--- config.mk ---
export PLATFORM = sky130hd
export DESIGN_NAME = rr_arbiter_4to1
export DESIGN_NICKNAME = d
export VERILOG_FILES = /design/src/rtl/rr_arbiter_4to1.sv
export SDC_FILE = /design/constraint.sdc
export NUM_CORES = 1
export LEC_CHECK = 0
export ABC_AREA = 1
export CORE_MARGIN = 1
export CORE_UTILIZATION = 35
export CTS_BUF_LIST = sky130_fd_sc_hd__clkbuf_4 sky130_fd_sc_hd__clkbuf_8
export DETAILED_ROUTE_END_ITERATION = 7
export GPL_ROUTABILITY_DRIVEN = 0
export PLACE_DENSITY = 0.76
export SYNTH_ARGS = -nofsm -noshare
export SYNTH_HDL_FRONTEND = slang
export SYNTH_SLANG_ARGS = --single-unit
--- constraint.sdc ---
create_clock -name clk -period 2.55 [get_ports clk]
set_input_delay 0.3825 -clock clk [delete_from_list [all_inputs] [get_ports clk]]
set_output_delay 0.3825 -clock clk [all_outputs]
set_load 0.01 [all_outputs]
--- src/rtl/rr_arbiter_4to1.sv ---
// rr_arbiter_4to1: round-robin arbiter / sequencer sharing one valid/ready
// output channel between four requesters via a 4-to-1 data mux.
//
// Optional feature macro: ARB_BURST_EN
//   undefined (default): every transferred beat ends the grant, in_last is
//                        ignored and out_last is tied high.
//   defined:             the grant is held until a beat with in_last[sel]=1
//                        transfers; out_last follows in_last[sel] while busy.
//
// Handshake: a beat transfers in any cycle where out_valid && out_ready are
// both high; out_valid is only raised while a requester is granted and still
// requesting, and ack pulses for the granted requester in exactly that cycle.
//
// The debug output `busy` mirrors the FSM state (1 = BUSY, 0 = IDLE).
module rr_arbiter_4to1 #(
    parameter int WIDTH = 8
) (
    input  logic               clk,
    input  logic               rst,
    input  logic [3:0]         req,
    input  logic [4*WIDTH-1:0] in_data,
    input  logic [3:0]         in_last,
    output logic [3:0]         grant,
    output logic [1:0]         sel,
    output logic [3:0]         ack,
    output logic               out_valid,
    input  logic               out_ready,
    output logic [WIDTH-1:0]   out_data,
    output logic               out_last,
    output logic               busy
);

    typedef enum logic {
        IDLE = 1'b0,
        BUSY = 1'b1
    } state_t;

    state_t     state;
    logic [1:0] last;
    logic [1:0] winner;
    logic       any_req;
    logic       active;
    logic       xfer;
    logic       beat_end;

    // Round-robin search: first set req bit starting just after `last`.
    always_comb begin
        logic       found;
        logic [1:0] idx;
        winner = last + 2'd1;
        found  = 1'b0;
        idx    = '0;
        for (int k = 1; k <= 4; k++) begin
            idx = last + 2'(k);
            if (!found && req[idx]) begin
                winner = idx;
                found  = 1'b1;
            end
        end
    end

    assign any_req = |req;

    // A beat may only be offered while granted and not being reset, so a
    // reset landing mid-beat can never produce a transfer or an ack.
    assign active    = (state == BUSY) && !rst;
    assign out_valid = active && req[sel];
    assign xfer      = out_valid && out_ready;
    assign out_data  = in_data[sel*WIDTH +: WIDTH];
    assign busy      = (state == BUSY);

    // One-hot completion pulse for the granted requester on its transfer.
    always_comb begin
        ack = '0;
        if (xfer) begin
            ack = 4'b0001 << sel;
        end
    end

`ifdef ARB_BURST_EN
    assign beat_end = in_last[sel];
    assign out_last = active ? in_last[sel] : 1'b0;
`else
    logic unused_in_last;
    assign unused_in_last = ^in_last;
    assign beat_end       = 1'b1;
    assign out_last       = 1'b1;
`endif

    // Arbitration FSM: grant/sel/last are registered, updated on state change.
    always_ff @(posedge clk) begin
        if (rst) begin
            state <= IDLE;
            last  <= 2'd3;
            sel   <= 2'd0;
            grant <= 4'b0000;
        end else begin
            case (state)
                IDLE: begin
                    if (any_req) begin
                        sel   <= winner;
                        last  <= winner;
                        grant <= 4'b0001 << winner;
                        state <= BUSY;
                    end
                end
                BUSY: begin
                    if (!req[sel]) begin
                        // Abort: requester withdrew; `last` keeps its index.
                        grant <= 4'b0000;
                        state <= IDLE;
                    end else if (xfer && beat_end) begin
                        grant <= 4'b0000;
                        state <= IDLE;
                    end
                end
                default: begin
                    grant <= 4'b0000;
                    state <= IDLE;
                end
            endcase
        end
    end

endmodule

==> metrics.csv <==
stage,metric,value,unit
power,Net Sw Frac,47.97,%
yosys,"Top FF cell, synth",sky130_fd_sc_hd__dfxtp_1,
floorplan,cell row count,18,
grt,global-route wire length before repair,4940,um
job,number of max-cap violations,0,
cts,clock latency on the worst-skew pair,0.27,ns
floorplan,Die Width,54.60,um
critical_path,type of the setup path with the least slack,input pin to output pin,
layout,layout cell share with drive strength beyond 1,13.19,%
placement,Placement Cell Area,0.001614,mm2
yosys,cell types with the highest counts after synthesis,"58 x sky130_fd_sc_hd__nand2_1, 32 x sky130_fd_sc_hd__nand3_1, 14 x sky130_fd_sc_hd__inv_1",
route,sum of met2 wire segment lengths after detailed routing,1573,um
power,maximum ir drop on the vdd rail,0.0004847,V
route,Highest Signal Layer,met4,
critical_path,"Top cell by count, worst path",sky130_fd_sc_hd__clkdlybuf4s50_1,
worst_hold_path,type of the worst min-delay path,register to register,
route,number of search-and-repair iterations in the first detailed-routing pass,4,
yosys,synthesized area per cell,5.697,um2
floorplan,Placeable Area,0.002545,mm2
yosys,number of library cell types mapped by synthesis,25,
power,"Power, Total",1.228,mW
timing,clock period minus final worst setup slack,2.438,ns
yosys,Seq cells post-synth,9,
critical_path,startpoint type of the worst setup path,input pin,
floorplan,die span in y,54.60,um
route,drt wl/cell,12.66,um
placement,Place WS,-0.08781,ns
timing,smallest hold slack,0.4694,ns
floorplan,Starting Density,38.05,%
cts,number of hold buffers added after cts,0,
timing,count of final hold-check violations,0,
layout,post-layout utilization of the core,64.55,%
yosys,share of the synthesized area in the top cell type,22.48,%
cts,sink count of the clock tree,9,
route,number of nets with antenna violations after routing,0,
run_status,outcome,completed,
critical_path,CP arrival,2.06,ns
timing,setup ws final,0.1118,ns
layout,area used by multi-input combinational logic,679.4,um2
yosys,YS warnings,0,
route,WL final,3355,um
floorplan,Top Ports,64,
critical_path,endpoint type of the worst setup path,output pin,
yosys,number of enable flip-flop cells after synthesis,0,
grt,antenna violations before repair,0,
critical_path,largest delay contributor family on the critical path,buffers and inverters,
power,Pwr Density,747.4,mW/mm2
placement,buffers added on ports,58,
power,internal power component,0.6389,mW
cts,post-CTS setup-driven buffer insertion count,0,
floorplan,area enclosed by the die boundary,0.002981,mm2
cts,CTS tree,built,
layout,FF/Latch Area,181.4,um2
yosys,number of nets produced by synthesis,213,
timing,clock tree skew after final layout,0.005816,ns
route,M1 wire length,1605,um
yosys,synthesized area,968.4,um2
yosys,most instantiated library cell after synthesis,sky130_fd_sc_hd__nand2_1,
layout,final non-filler cell area,0.001643,mm2
layout,diode insertion count for antenna repair,0,
timing,actual transition at the worst max-transition pin,0.5424,ns
cts,"Clk pin slew, worst setup/hold paths",0.07,ns
power,logic gate share of total power,71.4,%
placement,HPWL after detailed placement,2682,um
grt,final global-route overflow total,0,
timing,number of pins exceeding their max-slew limit in the final report,0,
timing,maximum achievable frequency,410.1,MHz
route,routed via count,1359,
yosys,number of instances in the synthesized netlist,170,
timing,Rel. slew slack,63.51,%
timing,number of endpoints failing setup at the final stage,0,
grt,vias in the first global route,1198,
critical_path,buffering stage count on the worst path with inverters included,4,
layout,total number of nets in the final design,279,
grt,All-Layer GR Usage,22.58,%
cts,depth of the CTS H-tree,1,
route,routed length on met3,114,um
critical_path,chain of cells forming the critical path,clkdlybuf4s50_1 -> inv_1 -> o22ai_1 -> or2_1 -> nand2_1 -> nor2_2 -> buf_4 -> clkdlybuf4s50_1,
power,part of the total power dissipated in sequential elements,19.4,%
route,post-route DRC violation count,0,
cts,clock tree root driver cell,sky130_fd_sc_hd__clkbuf_4,
timing,portion of the clock cycle consumed by the worst path in the final layout,95.62,%
yosys,most area-consuming cells after synthesis,"sky130_fd_sc_hd__nand2_1 22%, sky130_fd_sc_hd__dfxtp_1 19%, sky130_fd_sc_hd__nand3_1 17%",
critical_path,longest individual stage delay on the worst path,0.53,ns
layout,layout overhead on the synthesized area,69.64,%
route,iteration-0 DRC count of the detailed router,50,
power,switching power summed over all nets,0.5890,mW
yosys,proportion of synthesized chip area in sequential cells,18.60,%
power,leak pwr,0.7774,nW
layout,number of fill cells,258,
grt,pin count of the biggest net entering global routing,14,
route,DR vias/cell,5.128,
cts,clock buffers created by TritonCTS,3,
critical_path,CP max FO,2,
critical_path,CP max stage cell,sky130_fd_sc_hd__clkdlybuf4s50_1,
yosys,leading area contributor after synthesis,sky130_fd_sc_hd__nand2_1,
cts,maximum root-to-sink buffer count,2,
power,clock network fraction of design power,9.2,%
critical_path,required time of the worst setup path,2.17,ns
yosys,async set-or-reset flop fraction in the synthesized netlist,0,%
==> registers in the layout, summed over array words and instances, names as in the netlist <==
| name | count |
|---|---|
| grant | 4 |
| last | 2 |
| sel | 2 |
| busy | 1 |
==> worst paths after layout <==
| check | start | endpoint | slack (ns) | cells past startpoint |
|---|---|---|---|---|
| setup / recovery | req[1] | out_valid | 0.11 | 8 |
| hold / removal | grant[0] | grant[0] | 0.47 | 2 |
| setup reg to reg | last[0] | sel[1] | 0.72 | 13 |
| hold reg to reg | grant[0] | grant[0] | 0.47 | 2 |
==> layer usage <==
metal,up-vias,GRT usage [%]
li1,692,-
met2,37,37.15
met3,9,2.222
met5,-,0
met1,621,30.05
met4,0,8.120
==> cells in the final DEF (no fill, tap or decap), types with 2 or more instances in the layout <==
cell / Yosys / layout
sky130_fd_sc_hd__nand2_1: 58 / 58
sky130_fd_sc_hd__clkdlybuf4s50_1: 0 / 54
sky130_fd_sc_hd__nand3_1: 32 / 32
sky130_fd_sc_hd__inv_1: 14 / 14
sky130_fd_sc_hd__nor2_1: 11 / 10
sky130_fd_sc_hd__buf_4: 1 / 10
sky130_fd_sc_hd__dfxtp_1: 9 / 8
sky130_fd_sc_hd__a22oi_1: 7 / 7
sky130_fd_sc_hd__nand2_2: 6 / 6
sky130_fd_sc_hd__a21oi_1: 5 / 5
sky130_fd_sc_hd__nand2_4: 4 / 4
sky130_fd_sc_hd__dlygate4sd2_1: 0 / 4
sky130_fd_sc_hd__o211ai_1: 3 / 3
sky130_fd_sc_hd__clkbuf_4: 0 / 3
sky130_fd_sc_hd__nand4_1: 2 / 2
sky130_fd_sc_hd__o22ai_1: 2 / 2
sky130_fd_sc_hd__inv_2: 3 / 2
==> cell type report <==
cell class | count | area share, %
tap | 30 | 2.285
sequential | 9 | 11.04
clock inverter | 1 | 0.3046
clock buffer | 3 | 1.371
timing repair buffer | 68 | 39.60
multi-input combinational | 137 | 41.36
inverter | 17 | 4.037
==> what timing repair did <==
action	in CTS	in global routing
gates resized for setup	4	3
setup endpoints to repair	4	3
gates cloned	0	0
hold endpoints to repair	0	0
==> power by group through the flow <==
| stage | combinational [mW] | sequential [mW] | clock, mW |
|---|---|---|---|
| 2_1_floorplan | 0.541 | 0.224 | 0 |
| 6_report | 0.876 | 0.238 | 0.113 |
| 3_3_place_gp | 0.851 | 0.235 | 0 |
| 3_5_place_dp | 0.868 | 0.238 | 0 |
| 5_1_grt | 0.971 | 0.247 | 0.120 |
| 4_1_cts | 0.872 | 0.236 | 0.113 |
==> tightest hold or removal path, delay by kind of cell (launching register included) <==
kind	cells	cell delay, ns
DFF	1	0.31
AOI/OAI and AO/OA	1	0.06
and+or+nand+nor	1	0.06
==> kinds of logic (layout without fill, tap and decap cells) <==
group                  after synthesis  after routing  synth area share [%]
AOI/OAI and AO/OA                   19             19                 12.92
and+or+nand+nor                    117            117                 56.59
buffers and inverters               24             89                 11.50
other                                1              1                0.3872
DFF                                  9              9                 18.60
==> stage by stage <==
step,TNS [ns],cells
CTS,0,265
detailed placement,-0.1786,261
global placement,-0.1160,261
floorplan,0,170
finish,0,265
global route,-0.001690,265
Note: power is estimated with default switching activity, not from simulation.
